**config.mk**
```make
export PLATFORM = sky130hd
export DESIGN_NAME = fetch_queue
export DESIGN_NICKNAME = d
export VERILOG_FILES = /design/src/rtl/fetch_queue.sv
export SDC_FILE = /design/constraint.sdc
export NUM_CORES = 1
export LEC_CHECK = 0
export CAP_MARGIN = 10
export CORE_ASPECT_RATIO = 0.8
export CORE_MARGIN = 10
export CORE_UTILIZATION = 55
export CTS_CLUSTER_DIAMETER = 100
export DETAILED_ROUTE_END_ITERATION = 10
export PLACE_DENSITY = 0.85
export SLEW_MARGIN = 15
export SYNTH_ARGS = -nofsm -noshare
export SYNTH_HDL_FRONTEND = slang
export SYNTH_SLANG_ARGS = --single-unit
```
**constraint.sdc**
```tcl
create_clock -name clk -period 2.9 [get_ports clk]
set_input_delay 0.435 -clock clk [delete_from_list [all_inputs] [get_ports clk]]
set_output_delay 0.435 -clock clk [all_outputs]
set_load 0.005 [all_outputs]
```
**src/rtl/fetch_queue.sv**
```systemverilog
// Instruction prefetch queue: owns the fetch PC, keeps one imem read in flight, hands {instr, pc+2} to decode.
// Optional macro FETCHQ_BYPASS_EN forwards the returning fetch straight to decode when the queue is empty.
module fetch_queue #(
  parameter int          DEPTH    = 4,
  parameter logic [15:0] RESET_PC = 16'h0000
) (
  input  logic        clk,
  input  logic        reset,
  input  logic        redirect,
  input  logic [15:0] redirect_addr,
  output logic        imem_req,
  output logic [15:0] imem_addr,
  input  logic [15:0] imem_rdata,
  output logic        out_valid,
  output logic [15:0] out_instr,
  output logic [15:0] out_pc_plus2,
  input  logic        out_ready
);

  localparam int PW = (DEPTH > 1) ? $clog2(DEPTH) : 1;
  localparam int CW = PW + 1;
  localparam logic [CW:0] DEPTH_W = (CW + 1)'(DEPTH);

  typedef struct packed {
    logic [15:0] instr;
    logic [15:0] pc_plus2;
  } entry_t;

  logic [15:0]   fetch_pc_reg;
  logic          inflight_reg;
  logic [15:0]   inflight_pc_reg;
  logic [PW-1:0] rd_ptr_reg;
  logic [PW-1:0] wr_ptr_reg;
  logic [CW-1:0] count_reg;
  entry_t        hold_reg;
  entry_t        queue_mem [DEPTH];

  logic [CW:0]   occupancy;
  logic          queue_empty;
  logic          issue;
  logic          bypass_active;
  logic          push;
  logic          pop;
  logic [15:0]   redirect_pc;
  entry_t        capture_data;
  entry_t        head;

  assign redirect_pc = redirect_addr & 16'hFFFE;
  assign occupancy   = {1'b0, count_reg} + {{CW{1'b0}}, inflight_reg};
  assign queue_empty = (count_reg == '0);

  // Credit counts the in-flight read too, so a queue slot is always free for every response.
  assign issue = !reset && !redirect && (occupancy < DEPTH_W);

  always_comb begin
    capture_data          = '0;
    capture_data.instr    = imem_rdata;
    capture_data.pc_plus2 = inflight_pc_reg + 16'd2;
  end

`ifdef FETCHQ_BYPASS_EN
  assign bypass_active = queue_empty && inflight_reg && !redirect;
`else
  assign bypass_active = 1'b0;
`endif

  always_comb begin
    head = hold_reg;
    if (!queue_empty) begin
      head = queue_mem[rd_ptr_reg];
    end else if (bypass_active) begin
      head = capture_data;
    end
  end

  assign out_valid    = !queue_empty || bypass_active;
  assign out_instr    = head.instr;
  assign out_pc_plus2 = head.pc_plus2;
  assign imem_req     = issue;
  assign imem_addr    = fetch_pc_reg;

  // A bypassed response that decode takes this edge never lands in the queue.
  assign pop  = !queue_empty && out_ready && !redirect;
  assign push = inflight_reg && !redirect && !(bypass_active && out_ready);

  always_ff @(posedge clk or posedge reset) begin
    if (reset) begin
      fetch_pc_reg    <= RESET_PC;
      inflight_reg    <= 1'b0;
      inflight_pc_reg <= '0;
      rd_ptr_reg      <= '0;
      wr_ptr_reg      <= '0;
      count_reg       <= '0;
      hold_reg        <= '0;
    end else begin
      // Keep whatever decode last saw so the head outputs are stable while empty.
      hold_reg <= head;
      if (redirect) begin
        fetch_pc_reg <= redirect_pc;
        inflight_reg <= 1'b0;
        rd_ptr_reg   <= '0;
        wr_ptr_reg   <= '0;
        count_reg    <= '0;
      end else begin
        if (issue) begin
          inflight_reg    <= 1'b1;
          inflight_pc_reg <= fetch_pc_reg;
          fetch_pc_reg    <= fetch_pc_reg + 16'd2;
        end else begin
          inflight_reg <= 1'b0;
        end
        if (push) begin
          wr_ptr_reg <= wr_ptr_reg + 1'b1;
        end
        if (pop) begin
          rd_ptr_reg <= rd_ptr_reg + 1'b1;
        end
        case ({push, pop})
          2'b10:   count_reg <= count_reg + 1'b1;
          2'b01:   count_reg <= count_reg - 1'b1;
          default: count_reg <= count_reg;
        endcase
      end
    end
  end

  always_ff @(posedge clk) begin
    if (push) begin
      queue_mem[wr_ptr_reg] <= capture_data;
    end
  end

endmodule

```
---- Word level (Yosys, flattened, before mapping) ----
Memory sizes are Yosys's and may differ from the RTL's.
Index checks and enable logic that the tools add are counted.
word-level totals
  register bits ........................... 72
  memory bits (writable) .................. 128
  output and inout port bits .............. 50
  word-level logic and storage cells ...... 47
  memories kept ........................... 1
memory list
  name       depth  width  rd ports  clocked after Yosys merged registers in  wr ports  RTL line  RTL
  queue_mem  4      32     1         0                                        1         36        entry_t queue_mem [DEPTH];
operators by class
  add/subtract/negate cells ............... 7
  $lt $le $gt $ge ......................... 1
  eq/ne operators ......................... 2
  mux-type cells .......................... 13
  bitwise operators ....................... 1
  reduce and logical (&&, ||, !) cells .... 14
operators with widths
  operator               count
  $add 16x2->16 const B  2
  $mux 16                2
  $mux 32                1
  $mux 2                 4
  $pmux 3 s2             1
  $reduce_bool 2->1      3
  $logic_and 1x1->1      5
  $add 2x1->2 const B    2
  $add 3x1->4            1
  $lt 4x3->1 const B     1
  $mux 1                 4
  $add 3x1->3 const B    1
  $logic_not 1->1        3
  $logic_not 3->1        1
  $mux 3                 1
  $reduce_bool 3->1      1
  $sub 3x1->3 const B    1
  $eq 2x1->1 const B     1
  $eq 2x2->1 const B     1
  $reduce_and 2->1       1
  $not 1->1              1

---- Depth between registers and ports, before layout ----
Gate-level depths: netlist (run 1).
  word-level depth ........................ 7
  mapped depth ............................ 8

---- Worst setup path after synthesis (run 1) ----
OpenSTA, ideal clock, no wires.
  path type ............................... input port to flip-flop
  from .................................... input redirect
  to ...................................... register count_reg[2]
  arrival ................................. 2081 ps
  data required time ...................... 2768 ps
  path slack .............................. 687 ps
  stages on the path ...................... 8
  buffers on the path ..................... 2
  path through ............................ clkbuf_1 -> clkbuf_1 -> nor3_1 -> fa_1 -> or2_2 -> mux2i_1 -> xnor2_1 -> nor2_1
on the way
  word-level cells in the longest chain between the ends .. 5
ends and longest elaborated chain
  item                                             RTL line  RTL
  from (decl)                                      9         input logic redirect,
  $logic_not 1->1                                  83, 84
  $logic_and 1x1->1, on equally long branches      83, 84
  $eq 2x1->1 / $eq 2x2->1 (equally long branches)  118       case ({push, pop})
  $pmux 3 s2                                       118
  $mux 3                                           98        if (redirect) begin
  to (signal assigned)                             119       2'b10: count_reg <= count_reg + 1'b1;
  to (signal assigned)                             120       2'b01: count_reg <= count_reg - 1'b1;
  to (signal assigned)                             121       default: count_reg <= count_reg;
  to (decl)                                        34        logic [CW-1:0] count_reg;
Parallel ways exist; a longest one is shown, timed or not.
A chain may end at the register's enable or synchronous reset.

---- Worst setup path after layout (run 1) ----
  from .................................... register count_reg[0]
  to ...................................... output out_instr[12]
on the way
  word-level cells in the longest chain between the ends .. 2
ends and longest elaborated chain
  item             RTL line  RTL
  $logic_not 3->1  50        assign queue_empty = (count_reg == '0);
  $mux 32          69        if (!queue_empty) begin
  to (decl)        15        output logic [15:0] out_instr,
No other way between the ends.

==> results.rst, run 1 <==
.. list-table::
   :header-rows: 1

   * - Metric
     - Value
   * - Number of cell rows
     - 38
   * - Routed via count
     - 4612
   * - Setup CP Type
     - reg2out
   * - EDFF count, synth
     - 124
   * - Max Buffers Root-to-Sink
     - 2
   * - Post-route clock period utilization
     - 0.961
   * - Fin. Hold Viols
     - 0
   * - Grt ovf
     - 0
   * - Type of element launching the critical path
     - flop
   * - Number of ports placed on the die boundary
     - 86
   * - Setup TNS after final layout
     - 0 ns
   * - Share of layout cells above drive strength 1
     - 0.134
   * - Cell Pwr Density
     - 918 nW/um^2
   * - Clock transition at the registers of the reported paths
     - 0.07 ns
   * - Wire length of the first global-routing pass
     - 26.3 mm
   * - Area used by multi-input combinational logic
     - 2210 sq um
   * - CP max FO
     - 8
   * - Clock Power Share
     - 0.242
   * - Number of instances in the synthesized netlist
     - 538
   * - Horiz. Die Dim
     - 153 um
   * - DPL Wire Length
     - 10.6 mm
   * - Worst path required time
     - 2.47 ns
   * - Commonest cells in the synthesized netlist
     - 156 x nand2_1, 124 x edfxtp_1, 70 x dfrtp_1, 31 x mux4_2, 15 x o21ai_0
   * - Number of buffers created by CTS
     - 17
   * - Net count of the mapped netlist
     - 581
   * - Async set-or-reset flop fraction in the synthesized netlist
     - 0.361
   * - Fraction of post-synthesis cell area in the top cell type by area
     - 0.476
   * - Number of setup violations in the final report
     - 0
   * - Port Buffers
     - 83
   * - Number of filler cells placed in the layout
     - 875
   * - Tot GR Track Use
     - 0.171
   * - Power after layout
     - 8730 uW
   * - Shortest clock period the worst path allows after layout
     - 2.79 ns
   * - Final design utilization
     - 0.692
   * - Switching power as a share of total power
     - 0.306
   * - Hold-fix buffers at CTS
     - 0
   * - Peak clock frequency supported by timing
     - 0.359 GHz
   * - Die Area
     - 19400 sq um
   * - Number of instances in the placed design
     - 794
   * - Leading cell type by number of instances after synthesis
     - nand2_1
   * - Number of clock sinks
     - 194
   * - Number of global-route vias before repair
     - 4902
   * - Unrepaired setup endpoints after global routing
     - no
   * - Floorplan core area
     - 13700 sq um
   * - DRC violations left
     - 0
   * - Crit path DAT
     - 2.35 ns
   * - Synth Cell Area
     - 7820 sq um
   * - Vias per cell
     - 5.57
   * - Syn_area_per_cell
     - 14.5 sq um
   * - Wirelength per Cell
     - 19.7 um
   * - Initial Util
     - 0.569
   * - Total internal power
     - 6060 uW
   * - Max-slew violations
     - 0
   * - Switching power of the nets
     - 2670 uW
   * - Number of flip-flops under the largest register name
     - 124
   * - Number of DRC violations after detailed-routing iteration 0
     - 368
   * - Pin count of the biggest net entering global routing
     - 38
   * - Count of antenna diodes in the layout
     - 0
   * - Synth top area cells
     - edfxtp_1 48%, dfrtp_1 22%, mux4_2 8.9%, nand2_1 7.5%, xnor2_1 1.6%
   * - Layout Nets
     - 678
   * - Setup Skew
     - 0.00799 ns
   * - Cell type contributing the most total cell area after synthesis
     - edfxtp_1
   * - Worst skew pair latency
     - 0.43 ns
   * - Crit end category
     - output port
   * - Sequential cell fraction of total power
     - 0.434
   * - Comb pwr share
     - 0.324
   * - Run status
     - finished, final reports clean
   * - Non-filler instance count after layout
     - 828
   * - Post-synthesis sequential element count
     - 194
   * - Post-synth cell types
     - 36
   * - Lkg Pwr
     - 0.00360 uW
   * - Initial antenna violation count
     - 0
   * - Max H-tree Level
     - 4
   * - Total wire length
     - 16.4 mm
   * - Proportion of synthesized chip area in sequential cells
     - 0.700
   * - Number of warning messages in the yosys log
     - 0
   * - IR drop worst, VDD
     - 0.000530 V
   * - Area occupied by registers
     - 5480 sq um
   * - Number of max-capacitance violations reported
     - 0
   * - CTS tree
     - done
   * - Die height
     - 127 um
   * - Worst Hold Class
     - in2async
   * - Primary FF master, synth
     - edfxtp_1
   * - Antenna-violating nets left
     - 0
   * - Library cell used as clock root buffer
     - clkbuf_16
   * - DR pass1 iterations
     - 5
   * - Placer Congestion
     - 0.849
   * - Synthesis-to-finish area growth
     - 21.6%
worst paths after layout:
path	depth (start not counted)	slack [ns]	from	end
worst max-delay path	6	0.11	count_reg[0]$_DFFE_PP0P_	out_instr[12]
worst min-delay path	2	0.45	reset	hold_reg[27]$_DFF_PP0_
worst max register to register	7	0.56	count_reg[0]$_DFFE_PP0P_	count_reg[2]$_DFFE_PP0P_
worst min register to register	2	0.46	hold_reg[2]$_DFF_PP0_	hold_reg[2]$_DFF_PP0_
max in group asynchronous	3	1.78	reset	rd_ptr_reg[0]$_DFFE_PP0P_
min in group clk	2	0.46	hold_reg[2]$_DFF_PP0_	hold_reg[2]$_DFF_PP0_
cell usage in the layout, fill, tap and decap left out, types with 7 or more instances in the layout:
cell type and n:
clkdlybuf4s50_1 83, dfrtp_1 69, xnor2_1 14, mux4_2 31, o21ai_0 15, buf_4 14
xor2_1 14, clkbuf_16 17, clkinvlp_4 7, nor2_1 12, nand2_1 156, nand3_1 8
nand4_1 10, edfxtp_1 124, and2_1 8
critical path, cell delays in order (launching register included):
cell and delay, ns:
dfrtp_1 0.51, nor3_4 0.33, clkinvlp_4 0.23, buf_4 0.21, nand2_1 0.08, nand2_1 0.09, clkdlybuf4s50_1 0.46
repair_timing:
| item | 4_1_cts | 5_1_grt |
|---|---|---|
| setup buffers | 2 | 0 |
| endpoints found under the setup margin | 14 | 20 |
| gates resized for setup | 2 | 1 |
power groups by stage:
stage / sequential, uW / clock, uW / combinational (uW)
final: 3790 / 2110 / 2830
after global routing: 3840 / 2270 / 3110
after CTS: 3780 / 2140 / 2890
after detailed placement: 3820 / 0 / 2810
after global placement: 3790 / 0 / 2710
after floorplan: 3730 / 0 / 1430
metrics by stage:
stage                     instance area [sq um]  hold slack [ns]  setup WS (ns)
after detailed placement                   8940            0.452          0.306
after CTS                                  9500            0.427         0.0831
after global routing                       9510            0.457         0.0268
after floorplan                            7820            0.455          0.687
final                                      9510            0.447          0.113
after global placement                     8940            0.446          0.345
layout make-up:
class,instances,share of cell area
clock buffers,19,0.0466
well taps,180,0.0237
repair buffers,102,0.108
clock inverters,13,0.00948
flip-flops and latches,194,0.576
inverters,9,0.00395
multi-input cells,311,0.232
layer usage:
| layer | part of all wire | global-route usage | wire [um] |
|---|---|---|---|
| met1 | 0.41 | 0.207 | 6670 |
| met4 | 0.014 | 0.0538 | 225 |
| met5 | 0 | 0 | 0 |
| met3 | 0.060 | 0.0550 | 981 |
| met2 | 0.52 | 0.287 | 8480 |
cells by family (layout without fill, tap and decap cells):
kind of cell	after synthesis	after routing	synth area share
other cells	1	1	0.000480
flops	194	194	0.700
fa+ha+maj	7	7	0.0122
simple gates	217	217	0.121
buf+inv	33	143	0.0187
xor+xnor	28	28	0.0314
compound gates	21	21	0.0184
mux	37	37	0.0970
Power figures use the tool's default switching activity.
==> run 2: changes to the inputs <==
GPL_ROUTABILITY_DRIVEN = 0   (was not set)
SETUP_SLACK_MARGIN = 0.5   (was not set)
SKIP_CTS_REPAIR_TIMING = 1   (was not set)
==> results.rst, run 2 (synthesized netlist as in run 1, its figures left out) <==
.. list-table::
   :header-rows: 1

   * - Metric
     - Value
   * - Number of cell rows
     - 38 (unchanged)
   * - Post-route clock period utilization
     - 0.929 (-0.0317)
   * - Initial Util
     - 0.569 (unchanged)
   * - Setup Skew
     - 0.0101 ns (+0.00210 ns)
   * - Pin count of the biggest net entering global routing
     - 38 (unchanged)
   * - Worst Hold Launch
     - hold_reg[2]$_DFF_PP0_
   * - Number of buffers created by CTS
     - 17 (unchanged)
   * - Die Area
     - 19400 sq um (unchanged)
   * - Number of clock sinks
     - 194 (unchanged)
   * - Tightest Pin Transition
     - 0.516 ns
   * - Leading cell type in the layout, fill and taps excluded
     - nand2_1
   * - Length of routed wiring on met1
     - 7.07 mm (+6.0%)
   * - Most frequent cells in the layout
     - 131 x nand2_1, 124 x edfxtp_1, 65 x dfrtp_1
   * - Fin. Hold Viols
     - 0 (unchanged)
   * - Crit Reg-Reg Endpoint
     - count_reg[2]$_DFFE_PP0P_
   * - Number of global-route vias before repair
     - 4854 (-0.98%)
   * - Cell Pwr Density
     - 960 nW/um^2 (+4.5%)
   * - Count of antenna diodes in the layout
     - 0 (unchanged)
   * - Total wire length
     - 17.6 mm (+7.7%)
   * - Cell count of the worst hold path
     - 2
   * - Share of layout cells above drive strength 1
     - 0.246 (+0.112)
   * - Worst path required time
     - 2.47 ns (about the same)
   * - Number of ports placed on the die boundary
     - 86 (unchanged)
   * - Max H-tree Level
     - 4 (unchanged)
   * - WHS Endpoint
     - hold_reg[2]$_DFF_PP0_
   * - Number of DRC violations after detailed-routing iteration 0
     - 377 (+2.4%)
   * - Number of setup violations in the final report
     - 0 (unchanged)
   * - Slew headroom
     - 0.654
   * - Shortest clock period the worst path allows after layout
     - 2.69 ns (-0.0920 ns)
   * - Met3 layer wire length in the routed design
     - 1.34 mm (+36%)
   * - Unrepaired setup endpoints after global routing
     - yes
   * - Clock transition at the registers of the reported paths
     - 0.07 ns (about the same)
   * - Top layer used by detailed routing
     - met4
   * - Worst r2r path cells
     - 8 (+1)
   * - CTS tree
     - done
   * - Worst Hold Class
     - reg2reg
   * - Tot GR Track Use
     - 0.169 (-0.00244)
   * - IR drop worst, VDD
     - 0.000602 V (+14%)
   * - Reg2Reg Launch Point
     - count_reg[0]$_DFFE_PP0P_
   * - Critical Path Start
     - count_reg[1]$_DFFE_PP0P_
   * - Type of element launching the critical path
     - flop
   * - Final design utilization
     - 0.726 (+0.0344)
   * - Number of flip-flops under the largest register name
     - 124 (unchanged)
   * - Floorplan core area
     - 13700 sq um (unchanged)
   * - Antenna-violating nets left
     - 0 (unchanged)
   * - Setup CP Type
     - reg2out
   * - Final Hold Slack
     - 0.464 ns (+0.0168 ns)
   * - Lkg Pwr
     - 0.00398 uW (+11%)
   * - Initial antenna violation count
     - 0 (unchanged)
   * - Wire length of the first global-routing pass
     - 26.0 mm (-1.3%)
   * - DR pass1 iterations
     - 5 (unchanged)
   * - Layout Nets
     - 712 (+5.0%)
   * - Crit end category
     - output port
   * - Run status
     - finished, final reports clean
   * - Grt ovf
     - 0 (unchanged)
   * - DPL Wire Length
     - 10.6 mm (unchanged)
   * - Worst skew pair latency
     - 0.43 ns (about the same)
   * - Die height
     - 127 um (unchanged)
   * - Horiz. Die Dim
     - 153 um (unchanged)
   * - Port Buffers
     - 83 (unchanged)
   * - Routed via count
     - 4843 (+5.0%)
   * - Library cell used as clock root buffer
     - clkbuf_16
   * - Wirelength per Cell
     - 20.4 um (+3.4%)
   * - Worst reg2reg setup slack
     - 0.46 ns (-0.10 ns)
   * - Amount of wire on met2 after detailed routing
     - 8.93 mm (+5.3%)
   * - Peak clock frequency supported by timing
     - 0.371 GHz (+3.4%)
   * - Vias per cell
     - 5.62 (+0.87%)
   * - Max-slew violations
     - 0 (unchanged)
   * - Placed cell areas
     - 8940 sq um (unchanged)
   * - Max Buffers Root-to-Sink
     - 2 (unchanged)
   * - Synthesis-to-finish area growth
     - 27.7%
   * - Cell area after layout
     - 9980 sq um (+5.0%)
   * - DRC violations left
     - 0 (unchanged)
   * - CP max FO
     - 6 (-2)
   * - Crit path DAT
     - 2.26 ns (-0.09 ns)
   * - Number of max-capacitance violations reported
     - 0 (unchanged)
-- run 2: cell types whose count changed in the layout (fill, tap and decap cells not counted), moves of 6 or more --
| cell | before | now |
|---|---|---|
| clkdlybuf4s50_1 | 83 | 56 |
| nand2_1 | 156 | 131 |
| nand2_2 | 0 | 21 |
| buf_4 | 14 | 33 |
| buf_6 | 1 | 16 |
| dlymetal6s2s_1 | 0 | 10 |
| buf_2 | 0 | 6 |
-- run 2: worst max path at each step --
stage               cells after the start                        to  slack, ns
floorplan                               8  count_reg[2]$_DFFE_PP0P_       0.69
CTS                                     6           out_pc_plus2[1]      -0.08
global route                            6             out_instr[12]       0.13
global placement                        4                  imem_req       0.34
detailed placement                      8  count_reg[2]$_DFFE_PP0P_       0.31
finish                                  6           out_pc_plus2[1]       0.21
-- run 2: report_power, final --
part	switching (uW)	internal, uW
combinational	1710	1960
sequential	290	3490
clock	999	1110
-- run 2: routing by layer --
layer / GRT usage / up-vias
met5: 0 / -
met4: 0.0493 / 0
met3: 0.0550 / 31
met2: 0.283 / 201
met1: 0.205 / 2434
li1: - / 2177
-- run 2: critical path: stages (launching register included) --
cell	delay (ns)
dfrtp_2	0.45
nor3_4	0.28
clkinvlp_4	0.26
buf_12	0.20
nand2_1	0.08
nand2_1	0.09
clkdlybuf4s50_1	0.47
-- run 2: through the flow --
| stage | instances | setup TNS (ns) | power, uW | setup WS (ns) |
|---|---|---|---|---|
| 2_1_floorplan | 538 | 0 | 5170 | 0.687 |
| 3_3_place_gp | 794 | 0 | 6500 | 0.345 |
| 3_5_place_dp | 794 | 0 | 6640 | 0.306 |
| 4_1_cts | 826 | -0.317 | 8750 | -0.0752 |
| 5_1_grt | 862 | 0 | 10100 | 0.131 |
| 6_report | 862 | 0 | 9570 | 0.205 |
-- run 2: cell type report --
cell class                      instances  area [sq um]
Sequential cell                       194          5480
Tap cell                              180           225
Clock inverter                         13          90.1
Inverter                                9          37.5
Fill cell                             808          3760
Timing Repair Buffer                  136          1410
Clock buffer                           19           443
Multi-Input combinational cell        311          2290
==> run 3: changes to the inputs <==
CORE_UTILIZATION = 26   (was 55)
PLACE_DENSITY = 0.5   (was 0.85)
==> results.rst, run 3 (synthesized netlist as in run 1, its figures left out) <==
.. list-table::
   :header-rows: 1

   * - Metric
     - Value
   * - Worst Hold Class
     - reg2reg
   * - Initial Util
     - 0.265 (-0.304)
   * - Slew headroom
     - 0.549 (-0.105)
   * - Number of ports placed on the die boundary
     - 86 (unchanged)
   * - Number of flip-flops under the largest register name
     - 124 (unchanged)
   * - Routed via count
     - 4631 (-4.4%)
   * - Most frequent cells in the layout
     - 137 x nand2_1, 124 x edfxtp_1, 66 x dfrtp_1
   * - Number of DRC violations after detailed-routing iteration 0
     - 246 (-35%)
   * - Fin. Hold Viols
     - 0 (unchanged)
   * - Max Buffers Root-to-Sink
     - 2 (unchanged)
   * - IR drop worst, VDD
     - 0.000445 V (-26%)
   * - Setup CP Type
     - reg2out
   * - Lkg Pwr
     - 0.00415 uW (+4.2%)
   * - Setup Skew
     - 0.0116 ns (+0.00153 ns)
   * - Final design utilization
     - 0.351 (-0.375)
   * - DPL Wire Length
     - 11.5 mm (+8.9%)
   * - DR pass1 iterations
     - 6 (+1)
   * - Wirelength per Cell
     - 16.7 um (-18%)
   * - Total wire length
     - 18.2 mm (+3.5%)
   * - Number of cell rows
     - 56 (+47%)
   * - CTS tree
     - done
   * - Number of setup violations in the final report
     - 0 (unchanged)
   * - Tot GR Track Use
     - 0.0954 (-0.0731)
   * - Antenna-violating nets left
     - 0 (unchanged)
   * - Floorplan core area
     - 29500 sq um (+110%)
   * - Post-route clock period utilization
     - 0.887 (-0.0417)
   * - Grt ovf
     - 0 (unchanged)
   * - Peak clock frequency supported by timing
     - 0.389 GHz (+4.7%)
   * - Pin count of the biggest net entering global routing
     - 40 (+5.3%)
   * - Run status
     - finished, final reports clean
   * - Number of filler cells placed in the layout
     - 2831 (+250%)
   * - Port Buffers
     - 83 (unchanged)
   * - Leading cell type in the layout, fill and taps excluded
     - nand2_1
   * - Initial antenna violation count
     - 0 (unchanged)
   * - Crit path DAT
     - 2.14 ns (-0.12 ns)
   * - Unrepaired setup endpoints after global routing
     - yes
   * - Number of buffers created by CTS
     - 17 (unchanged)
   * - Clock transition at the registers of the reported paths
     - 0.07 ns (about the same)
   * - Tightest Pin Transition
     - 0.676 ns (+0.159 ns)
   * - Wire length of the first global-routing pass
     - 27.2 mm (+4.9%)
   * - Vias per cell
     - 4.25 (-24%)
   * - Horiz. Die Dim
     - 214 um (+40%)
   * - Number of global-route vias before repair
     - 4732 (-2.5%)
   * - CP max FO
     - 8 (+2)
   * - Die height
     - 175 um (+38%)
   * - DRC violations left
     - 0 (unchanged)
   * - Number of clock sinks
     - 194 (unchanged)
   * - Shortest clock period the worst path allows after layout
     - 2.57 ns (-0.121 ns)
   * - Worst path required time
     - 2.47 ns (about the same)
   * - Crit end category
     - output port
   * - Share of layout cells above drive strength 1
     - 0.243 (-0.00329)
   * - Library cell used as clock root buffer
     - clkbuf_16
   * - Max-slew violations
     - 0 (unchanged)
   * - Worst skew pair latency
     - 0.43 ns (about the same)
   * - Max H-tree Level
     - 4 (unchanged)
   * - Number of max-capacitance violations reported
     - 0 (unchanged)
   * - Setup TNS after final layout
     - 0 ns (unchanged)
   * - Synthesis-to-finish area growth
     - 32.5%
   * - Layout Nets
     - 713 (+0.14%)
   * - Die Area
     - 37400 sq um (+93%)
   * - Type of element launching the critical path
     - flop
   * - Cell Pwr Density
     - 920 nW/um^2 (-4.1%)
## run 3: cell types whose count changed in the layout (fill, tap and decap cells not counted), moves of 4 or more
| cell | change |
|---|---|
| buf_6 | -6 |
| dlymetal6s2s_1 | +10 |
| and2_2 | +4 |
| clkdlybuf4s50_1 | -6 |
| nand2_4 | -4 |
| clkinvlp_4 | -5 |
| and2_1 | -4 |
| nand2_1 | +6 |
| inv_6 | +4 |
## run 3: cell type report
cell class                      instances  area (sq um)  share of cell area
Timing Repair Buffer                  137          1450               0.140
Clock buffer                           19           475              0.0459
Clock inverter                         13           141              0.0137
Sequential cell                       194          5480               0.529
Multi-Input combinational cell        311          2260               0.218
Inverter                                9          33.8             0.00326
Antenna cell                            1          2.50            0.000242
Tap cell                              406           508              0.0490
## run 3: path summary, 6_finish.rpt
path,start,end,slack (ns),cells past startpoint
min reg2reg,hold_reg[30]$_DFF_PP0_,hold_reg[30]$_DFF_PP0_,0.46,2
max in group asynchronous,reset,hold_reg[0]$_DFF_PP0_,1.59,3
min,hold_reg[30]$_DFF_PP0_,hold_reg[30]$_DFF_PP0_,0.46,2
max reg2reg,count_reg[0]$_DFFE_PP0P_,count_reg[2]$_DFFE_PP0P_,0.55,8
min in group asynchronous,reset,imem_addr[1]$_DFFE_PP0P_,0.60,2
max,rd_ptr_reg[0]$_DFFE_PP0P_,out_pc_plus2[7],0.33,8
## run 3: metal layers
layer,up-vias,track usage,wire length (um)
met5,-,0,0
met3,18,0.0342,996
met2,89,0.146,8470
li1,2186,-,-
met1,2338,0.124,8590
met4,0,0.0265,161
## run 3: power breakdown
group	internal, uW	switching, uW	total, uW
Sequential	3490	261	3750
Clock	1380	1040	2420
Combinational	1750	1610	3350
## run 3: worst max-delay path: stages, from the launching register on
cell and delay, ns:
dfrtp_2 0.42, buf_12 0.14, buf_12 0.12, buf_12 0.13, buf_4 0.13, mux4_2 0.42
nand2_1 0.12, nand2_1 0.07, dlymetal6s2s_1 0.15
## run 3: per-stage QoR
step	setup WS (ns)	total power, uW	instances	cell area (sq um)	hold WS [ns]
4_1_cts	0.0355	9120	1055	9860	0.471
2_1_floorplan	0.687	5170	538	7820	0.455
6_report	0.326	9530	1090	10400	0.458
3_5_place_dp	0.352	6670	1023	9240	0.455
3_3_place_gp	0.363	6600	1023	9240	0.448
5_1_grt	0.241	10100	1089	10400	0.496
